--- src/rtl/alarm_game_ctrl.sv ---
// Alarm controller: rings on the rising edge of a time match, supports snooze,
// and gates dismissal behind an N-round switch-matching game.
module alarm_game_ctrl #(
  parameter int N_SW       = 10,
  parameter int ROUNDS     = 3,
  parameter int TIME_W     = 16,
  parameter int LFSR_W     = 8,
  parameter logic [LFSR_W-1:0] LFSR_SEED = 8'hB9,
  parameter int ROUND_TO   = 1000,
  parameter int SNOOZE_CYC = 5000
) (
  input  logic                         clk,
  input  logic                         resetn,
  input  logic                         enable,
  input  logic [TIME_W-1:0]            current_time,
  input  logic [TIME_W-1:0]            alarm_time,
  input  logic                         dismiss,
  input  logic                         snooze,
  input  logic [N_SW-1:0]              sw,
  output logic [2:0]                   state,
  output logic                         ringing,
  output logic [N_SW-1:0]              target_led,
  output logic [$clog2(ROUNDS+1)-1:0]  round_cnt,
  output logic                         done,
  output logic                         fail
);

  localparam int IW   = (N_SW > 1) ? $clog2(N_SW) : 1;
  localparam int RW   = $clog2(ROUNDS + 1);
  localparam int TMAX = (ROUND_TO > SNOOZE_CYC) ? ROUND_TO : SNOOZE_CYC;
  localparam int TW   = $clog2(TMAX + 1);

  typedef enum logic [2:0] {
    S_IDLE  = 3'd0,
    S_ARMED = 3'd1,
    S_RING  = 3'd2,
    S_GAME  = 3'd3,
    S_SNZ   = 3'd4
  } st_t;

  st_t               st;
  logic [LFSR_W-1:0] lfsr;
  logic              hit_d;
  logic              armed;
  logic [TW-1:0]     tmr;
  logic [IW-1:0]     tgt_idx;

  logic              fb;
  logic              hit;
  logic              trig;
  logic [IW-1:0]     raw;
  logic [IW-1:0]     nidx;
  logic [N_SW-1:0]   ntgt;
  logic              pass;
  logic              wrong;
  logic              tout;
  logic              snz_end;
  logic              last;

  assign state = st;

  assign fb   = lfsr[LFSR_W-1] ^ lfsr[LFSR_W-3];
  assign hit  = (current_time == alarm_time);
  assign trig = hit & ~hit_d;

  // Never repeat the previous target index back-to-back.
  assign raw  = IW'(lfsr % LFSR_W'(N_SW));
  assign nidx = (raw != tgt_idx) ? raw :
                (raw == IW'(N_SW - 1)) ? '0 : raw + IW'(1);
  assign ntgt = {{(N_SW-1){1'b0}}, 1'b1} << nidx;

  assign pass    = armed && (sw == target_led);
  assign wrong   = armed && (sw != '0) && !pass;
  assign tout    = (tmr == TW'(ROUND_TO - 1));
  assign snz_end = (tmr == TW'(SNOOZE_CYC - 1));
  assign last    = (round_cnt == RW'(ROUNDS - 1));

  always_ff @(posedge clk or negedge resetn) begin
    if (!resetn) begin
      st         <= S_IDLE;
      lfsr       <= LFSR_SEED;
      hit_d      <= 1'b0;
      armed      <= 1'b0;
      tmr        <= '0;
      tgt_idx    <= '0;
      ringing    <= 1'b0;
      target_led <= '0;
      round_cnt  <= '0;
      done       <= 1'b0;
      fail       <= 1'b0;
    end else begin
      lfsr  <= {lfsr[LFSR_W-2:0], fb};
      hit_d <= hit;
      done  <= 1'b0;
      fail  <= 1'b0;
      if (!enable) begin
        st         <= S_IDLE;
        armed      <= 1'b0;
        tmr        <= '0;
        tgt_idx    <= '0;
        ringing    <= 1'b0;
        target_led <= '0;
        round_cnt  <= '0;
      end else begin
        unique case (st)
          S_IDLE: begin
            st <= S_ARMED;
          end
          S_ARMED: begin
            if (trig) begin
              st      <= S_RING;
              ringing <= 1'b1;
            end
          end
          S_RING, S_SNZ: begin
            if (dismiss) begin
              st         <= S_GAME;
              ringing    <= 1'b0;
              round_cnt  <= '0;
              tmr        <= '0;
              armed      <= 1'b0;
              tgt_idx    <= nidx;
              target_led <= ntgt;
            end else if (st == S_RING) begin
              if (snooze) begin
                st      <= S_SNZ;
                ringing <= 1'b0;
                tmr     <= '0;
              end
            end else if (snz_end) begin
              st      <= S_RING;
              ringing <= 1'b1;
              tmr     <= '0;
            end else begin
              tmr <= tmr + TW'(1);
            end
          end
          S_GAME: begin
            if (pass) begin
              tmr   <= '0;
              armed <= 1'b0;
              if (last) begin
                st         <= S_ARMED;
                done       <= 1'b1;
                round_cnt  <= '0;
                target_led <= '0;
              end else begin
                round_cnt  <= round_cnt + RW'(1);
                tgt_idx    <= nidx;
                target_led <= ntgt;
              end
            end else if (wrong || tout) begin
              fail       <= 1'b1;
              round_cnt  <= '0;
              tmr        <= '0;
              armed      <= 1'b0;
              tgt_idx    <= nidx;
              target_led <= ntgt;
            end else begin
              tmr <= tmr + TW'(1);
              if (sw == '0) armed <= 1'b1;
            end
          end
          default: begin
            st         <= S_IDLE;
            ringing    <= 1'b0;
            target_led <= '0;
            round_cnt  <= '0;
            tmr        <= '0;
            armed      <= 1'b0;
          end
        endcase
      end
    end
  end

endmodule
--- config.mk ---
export PLATFORM = sky130hd
export DESIGN_NAME = alarm_game_ctrl
export DESIGN_NICKNAME = d
export VERILOG_FILES = /design/src/rtl/alarm_game_ctrl.sv
export SDC_FILE = /design/constraint.sdc
export NUM_CORES = 1
export LEC_CHECK = 0
export BUFFER_PORTS_ARGS = -buffer_cell sky130_fd_sc_hd__clkbuf_2
export CAP_MARGIN = 20
export CORE_MARGIN = 2
export CORE_UTILIZATION = 50
export CTS_CLUSTER_DIAMETER = 80
export DETAILED_ROUTE_END_ITERATION = 16
export PLACE_DENSITY = 0.87
export SLEW_MARGIN = 20
export SYNTH_ARGS = -nofsm -noshare
export SYNTH_HDL_FRONTEND = slang
export SYNTH_SLANG_ARGS = --single-unit
--- constraint.sdc ---
create_clock -name clk -period 3.09 [get_ports clk]
set_clock_uncertainty 0.05 [all_clocks]
set_input_delay 0.4635 -clock clk [delete_from_list [all_inputs] [get_ports clk]]
set_output_delay 0.4635 -clock clk [all_outputs]
set_load 0.01 [all_outputs]
Word level (Yosys, flattened, before mapping)
Cells that the tools add are included.

Reductions and logical operators: 17. Equal/unequal tests: 23. Muxes and demuxes: 58. Shifts and indexed selects: 1. $add $sub $neg: 3. Divide/modulo/power cells: 1. Bitwise gates (word level): 3.

Operators by type and width (number): 13-bit 2-to-1 mux (7); 10-bit 2-to-1 mux (5); 13-bit one-hot mux with 3 select lines (1); 10-bit one-hot mux with 3 select lines (1); 4-bit 2-to-1 mux (7); 3-bit 2-to-1 mux (8); 1-bit 2-to-1 mux (19); 16-bit == test (1); 5-bit != test (second input constant) (3); 13-bit by 1-bit adder with 13-bit output (second input constant) (1); 13-bit by 10-bit == test with 1-bit output (second input constant) (1); 13-bit == test (second input constant) (1); 3-bit != test (second input constant) (4); 3-bit one-hot mux with 4 select lines (1); 10-bit == test (1); 10-bit zero test (1); 2-bit 2-to-1 mux (5); 10-bit nonzero test (1); 1-bit by 4-bit << shifter with 10-bit output (first input constant) (1); 8-bit by 4-bit modulo with 8-bit output (second input constant) (1); 4-bit != test (second input constant) (2); 4-bit one-hot mux with 2 select lines (1); 4-bit AND reduction (2); 3-bit by 2-bit == test with 1-bit output (second input constant) (2); other kinds (22) (29).

Output and inout port bits: 18. Bits of input ports: 47. Logic and storage cells: 117. Register bits after elaboration: 45.

Logic depth before layout (Yosys ltp)
Depth after elaboration: 9. Mapped depth: 14. Mapped depth without buffers: 11.

Worst setup path before layout
Ideal clock, no wire load.

Path kind: register to register. Start point: register lfsr[3]. End point: register target_led[8]. Period minus slack after synthesis: 3283 ps. Required time: 2918 ps. Path slack: -193 ps. Buffers on the path: 2. Stages on the path, launching flop included: 14. Arrival: 3111 ps. Cells stage by stage: dfstp_2 -> buf_4 -> nor4bb_2 -> a221oi_2 -> a41oi_2 -> nor3_1 -> nor3_1 -> inv_1 -> ha_1 -> and2_1 -> clkbuf_1 -> o41a_1 -> o21a_2 -> a32o_1.

Word-level cells in the longest chain between the ends: 9.

RTL lines: from (decl) (line 42) `logic [LFSR_W-1:0] lfsr;`; from (signal assigned) (line 92) `lfsr <= {lfsr[LFSR_W-2:0], fb};`; 8-bit by 4-bit modulo with 8-bit output * (line 67) `assign raw = IW'(lfsr % LFSR_W'(N_SW));`; 4-bit by 1-bit adder with 4-bit output / 4-bit == test (equally long branches) (line 69) `(raw == IW'(N_SW - 1)) ? '0 : raw + IW'(1);`; 4-bit 2-to-1 mux (line 69); 4-bit 2-to-1 mux * (line 68) `assign nidx = (raw != tgt_idx) ? raw :`; 1-bit by 4-bit << shifter with 10-bit output * (line 70) `assign ntgt = {{(N_SW-1){1'b0}}, 1'b1} << nidx;`; 10-bit 2-to-1 mux (on tied branches) (line 152, 142); 10-bit 2-to-1 mux (line 139) `if (pass) begin`; 10-bit one-hot mux with 3 select lines * (line 105) `unique case (st)`; 10-bit 2-to-1 mux * (line 96) `if (!enable) begin`; to (signal assigned) (line 123) `target_led <= ntgt;`; to (signal assigned) (line 150) `target_led <= ntgt;`; to (signal assigned) (line 158) `target_led <= ntgt;`; to (decl) (line 22) `output logic [N_SW-1:0] target_led,`.

Mark *: on every way between the ends. The rest lies on a longest branch, timed or not. The select of a mux whose other input is x is not followed. A chain may end at the register's enable or synchronous reset.

Final worst setup path
Start point: register lfsr[4]. End point: register target_led[8].

Same word-level chain as after synthesis.

==> metrics.md <==
| Metric | Value |
|---|---|
| Status | `finished, violations left` |
| Failing checks | `setup timing` |
| Number of diodes | `0` |
| Number of synthesized flops with an enable pin | `0` |
| Row cnt | `30` |
| Via/cell ratio | `~6.2` |
| Fin Setup TNS | `-1.57 ns` |
| IO Port Bufs | `64` |
| Peak VDD IR | `0.328 mV` |
| Cts hold-fix bufs | `0` |
| Cells after Synth | `between 300 and 400` |
| CP startpoint kind | `register` |
| Antenna Violating Nets Remaining | `0` |
| Power Total | `roughly 0.0015 W` |
| Pre-Repair DR Iteration Count | `5` |
| Synth-to-Final Area Change | `28.7%` |
| Initial core utilization | `between 50% and 60%` |
| Sequential share of the synthesized area | `approximately a third` |
| Gr usage total | `25.5%` |
| Total grt overflow | `0` |
| Asr flop ratio synth | `100%` |
| Relative slew slack | `48.1%` |
| Gpl congestion | `approximately 0.94` |
| I/O pin count | `65` |
| Clock Pin Slew Worst Setup and Hold Paths | `about 0.080 ns` |
| Wire per inst | `~17 um` |
| Post-layout net count | `540` |
| Post-Layout Cell Count | `between 500 and 600` |
| Die W | `just under 90 um` |
| Max Clk Rate | `around 310 MHz` |
| Syn_area_per_cell | `8.86 um^2` |
| Clock sinks | `45` |
| Ys flop type | `dfrtp_1` |
| Post-DP Area | `4010 um^2` |
| PwrDens | `350 nW/um^2` |
| Final instance area | `roughly 4400 um^2` |
| Num CTS Buffers | `5` |
| CP endpoint kind | `register` |
| Die area | `~7500 um^2` |
| First-pass GRT wire length | `between 15,000 and 20,000 um` |
| Crit Path Max Fanout | `8` |
| Worst EP required | `around 3.2 ns` |
| H-tree depth | `2` |
| Syn nets | `around 440` |
| Yosys reg bits | `between 40 and 50` |
| Fill cell count | `499` |
| R2R Path End | `target_led[8]` |
| Leakage | `~1.9 nW` |
| Reg2reg start | `lfsr[4]` |
| Pin count of the biggest net entering global routing | `31` |
| Crit path launch | `lfsr[4]` |
| Max Slew Vio Count | `0` |
| Mapped Area | `3410 um^2` |
| First DRT Iteration DRCs | `259` |
| Max_cap viols | `0` |
| Longest Clk Path Bufs | `2` |
| Final setup viols | `12` |
| Fin. Hold Viols | `0` |
| WP data arrival | `~3.4 ns` |
| Core area | `approximately 6700 um^2` |
| Number of global-route vias before repair | `3,259` |
| Setup CP Type | `register to register` |
| Via count | `between 3,000 and 4,000` |
| Synth unique cells | `68` |
| Final period util | `106%` |
| DP Cell Count | `543` |
| Hpwl dp | `a little under 7000 um` |
| Post-layout worst setup margin | `-0.176 ns` |
| Crit path time final | `around 3.3 ns` |
| Vertical die dimension | `86.6 um` |
| Yosys warning count | `0` |
| Worst-Margin Slew | `slightly below 0.8 ns` |
| Reg2reg setup slack | `-0.18 ns` |
| Post-Route WL | `9990 um` |
| DR DRC count | `0` |
| Clk root buf | `clkbuf_8` |
| Layout cell share with drive strength beyond 1 | `between 30% and 40%` |
| Pre-CTS setup slack | `-0.0662 ns` |
| HP Class | `primary input to async pin` |
| Initial antenna violation count | `0` |
| RSZ-0062 raised after global routing | `yes` |
| Cells on worst reg2reg path | `10` |
| Skew-Pair Late Insertion Delay | `roughly 0.3 ns` |
| CTS tree | `built` |
Yosys cell counts (all sizes together), types with 2 or more instances:
library cell | count | share of area [%]
dfrtp | 40 | 29
nor3 | 8 | 1.3
a32oi | 2 | 0.73
buf | 10 | 2.5
and2 | 2 | 0.37
o21ai | 35 | 5.2
ha | 3 | 1.1
nor2 | 16 | 1.8
inv | 15 | 1.7
nor4 | 8 | 1.5
nor2b | 7 | 1.3
o41ai | 3 | 1.3
clkbuf | 10 | 1.1
mux2i | 3 | 0.88
nor4b | 3 | 1.4
o21a | 3 | 0.70
o31ai | 11 | 2.6
and3 | 5 | 0.92
nand2 | 40 | 4.4
a32o | 7 | 2.1
o22ai | 4 | 0.73
o211ai | 4 | 1.0
a221oi | 2 | 0.88
a22o | 2 | 0.51
a31oi | 5 | 0.92
a21o | 4 | 0.88
nand4 | 6 | 1.1
a211oi | 3 | 0.66
or3 | 3 | 0.55
dfstp | 5 | 3.9
nand3 | 12 | 1.8
a21oi | 17 | 2.5
and3b | 5 | 1.3
nor4bb | 4 | 1.4
xnor2 | 19 | 4.9
or4 | 2 | 0.44
xor2 | 20 | 5.4
nand2b | 13 | 2.4
nor3b | 9 | 2.0
layout by cell type (no fill, tap or decap), drive strengths merged, types with 11 or more instances in the layout:
cell type / netlist / final
a21oi: 17 / 17
buf: 10 / 53
clkbuf: 10 / 73
dfrtp: 40 / 40
inv: 15 / 15
nand2: 40 / 40
nand2b: 13 / 13
nand3: 12 / 12
nor2: 16 / 16
o21ai: 35 / 35
o31ai: 11 / 11
xnor2: 19 / 19
xor2: 20 / 20
kinds of logic after synthesis:
kind of cell               after synthesis  synth area share [%]
muxes                                    3                 0.880
buffers and inverters                   35                  5.24
AOI/OAI and AO/OA                      110                  23.7
xor gates and xnor gates                39                  10.2
and+or+nand+nor                        150                  25.7
DFF                                     45                  33.2
adders and majority gates                3                  1.10
worst max-delay path, stage by stage, from the launching register on:
cell and delay, ns:
dfstp_2 0.56, buf_12 0.12, and3b_2 0.24, a32oi_2 0.23, a32oi_2 0.11, buf_4 0.19
o41ai_4 0.50, xor2_2 0.16, o41a_1 0.45, o21a_2 0.28, a32o_1 0.27
per-layer routing:
metal  GRT usage (%)  part of all wire (%)
met1            32.7                    39
met2            44.3                    52
met3            3.33                   6.7
met5               0                     0
met4            8.52                   2.3
per-stage QoR:
stage / util, % / hold slack, ns
after floorplan: - / 0.118
after global placement: 60.0 / 0.331
after detailed placement: 60.0 / 0.334
after CTS: 62.5 / 0.190
after global routing: 65.7 / 0.233
final: 65.7 / 0.183
layout make-up:
type                            count  area [um^2]  share of cell area [%]
Tap cell                           80          100                    2.28
Clock buffer                        8         90.1                    2.05
Sequential cell                    45         1140                    25.9
Timing Repair Buffer              118          756                    17.2
Multi-Input combinational cell    305         2250                    51.3
Inverter                           15         56.3                    1.28
registers in the layout (all words and copies together) (netlist names), 2 cells and up:
register and cells:
lfsr 8, round_cnt 2, state 3, target_led 10
tgt_idx 4, tmr 13
where the power goes:
group          internal, W  switching (W)  leakage (nW)
Sequential        0.000616      0.0000582         0.605
Combinational     0.000198       0.000281          1.25
Clock             0.000183       0.000201        0.0455
Total             0.000997       0.000540          1.90
how the worst max path moves through the flow:
stage                          endpoint  slack, ns  depth (start not counted)
after global placement    target_led[8]       0.03                         12
after floorplan           target_led[8]       0.01                         13
final                     target_led[8]      -0.18                         10
after CTS                 target_led[1]      -0.02                         11
after detailed placement  target_led[8]      -0.07                         11
after global routing      target_led[7]      -0.26                         12
timing repair:
action                     4_1_cts  5_1_grt
cloned                           0        0
buffers inserted                 5       15
pin swaps                        3       14
setup endpoints to repair       10       15
resized for setup                9       24
No activity file was read; power rests on OpenSTA's default activity.
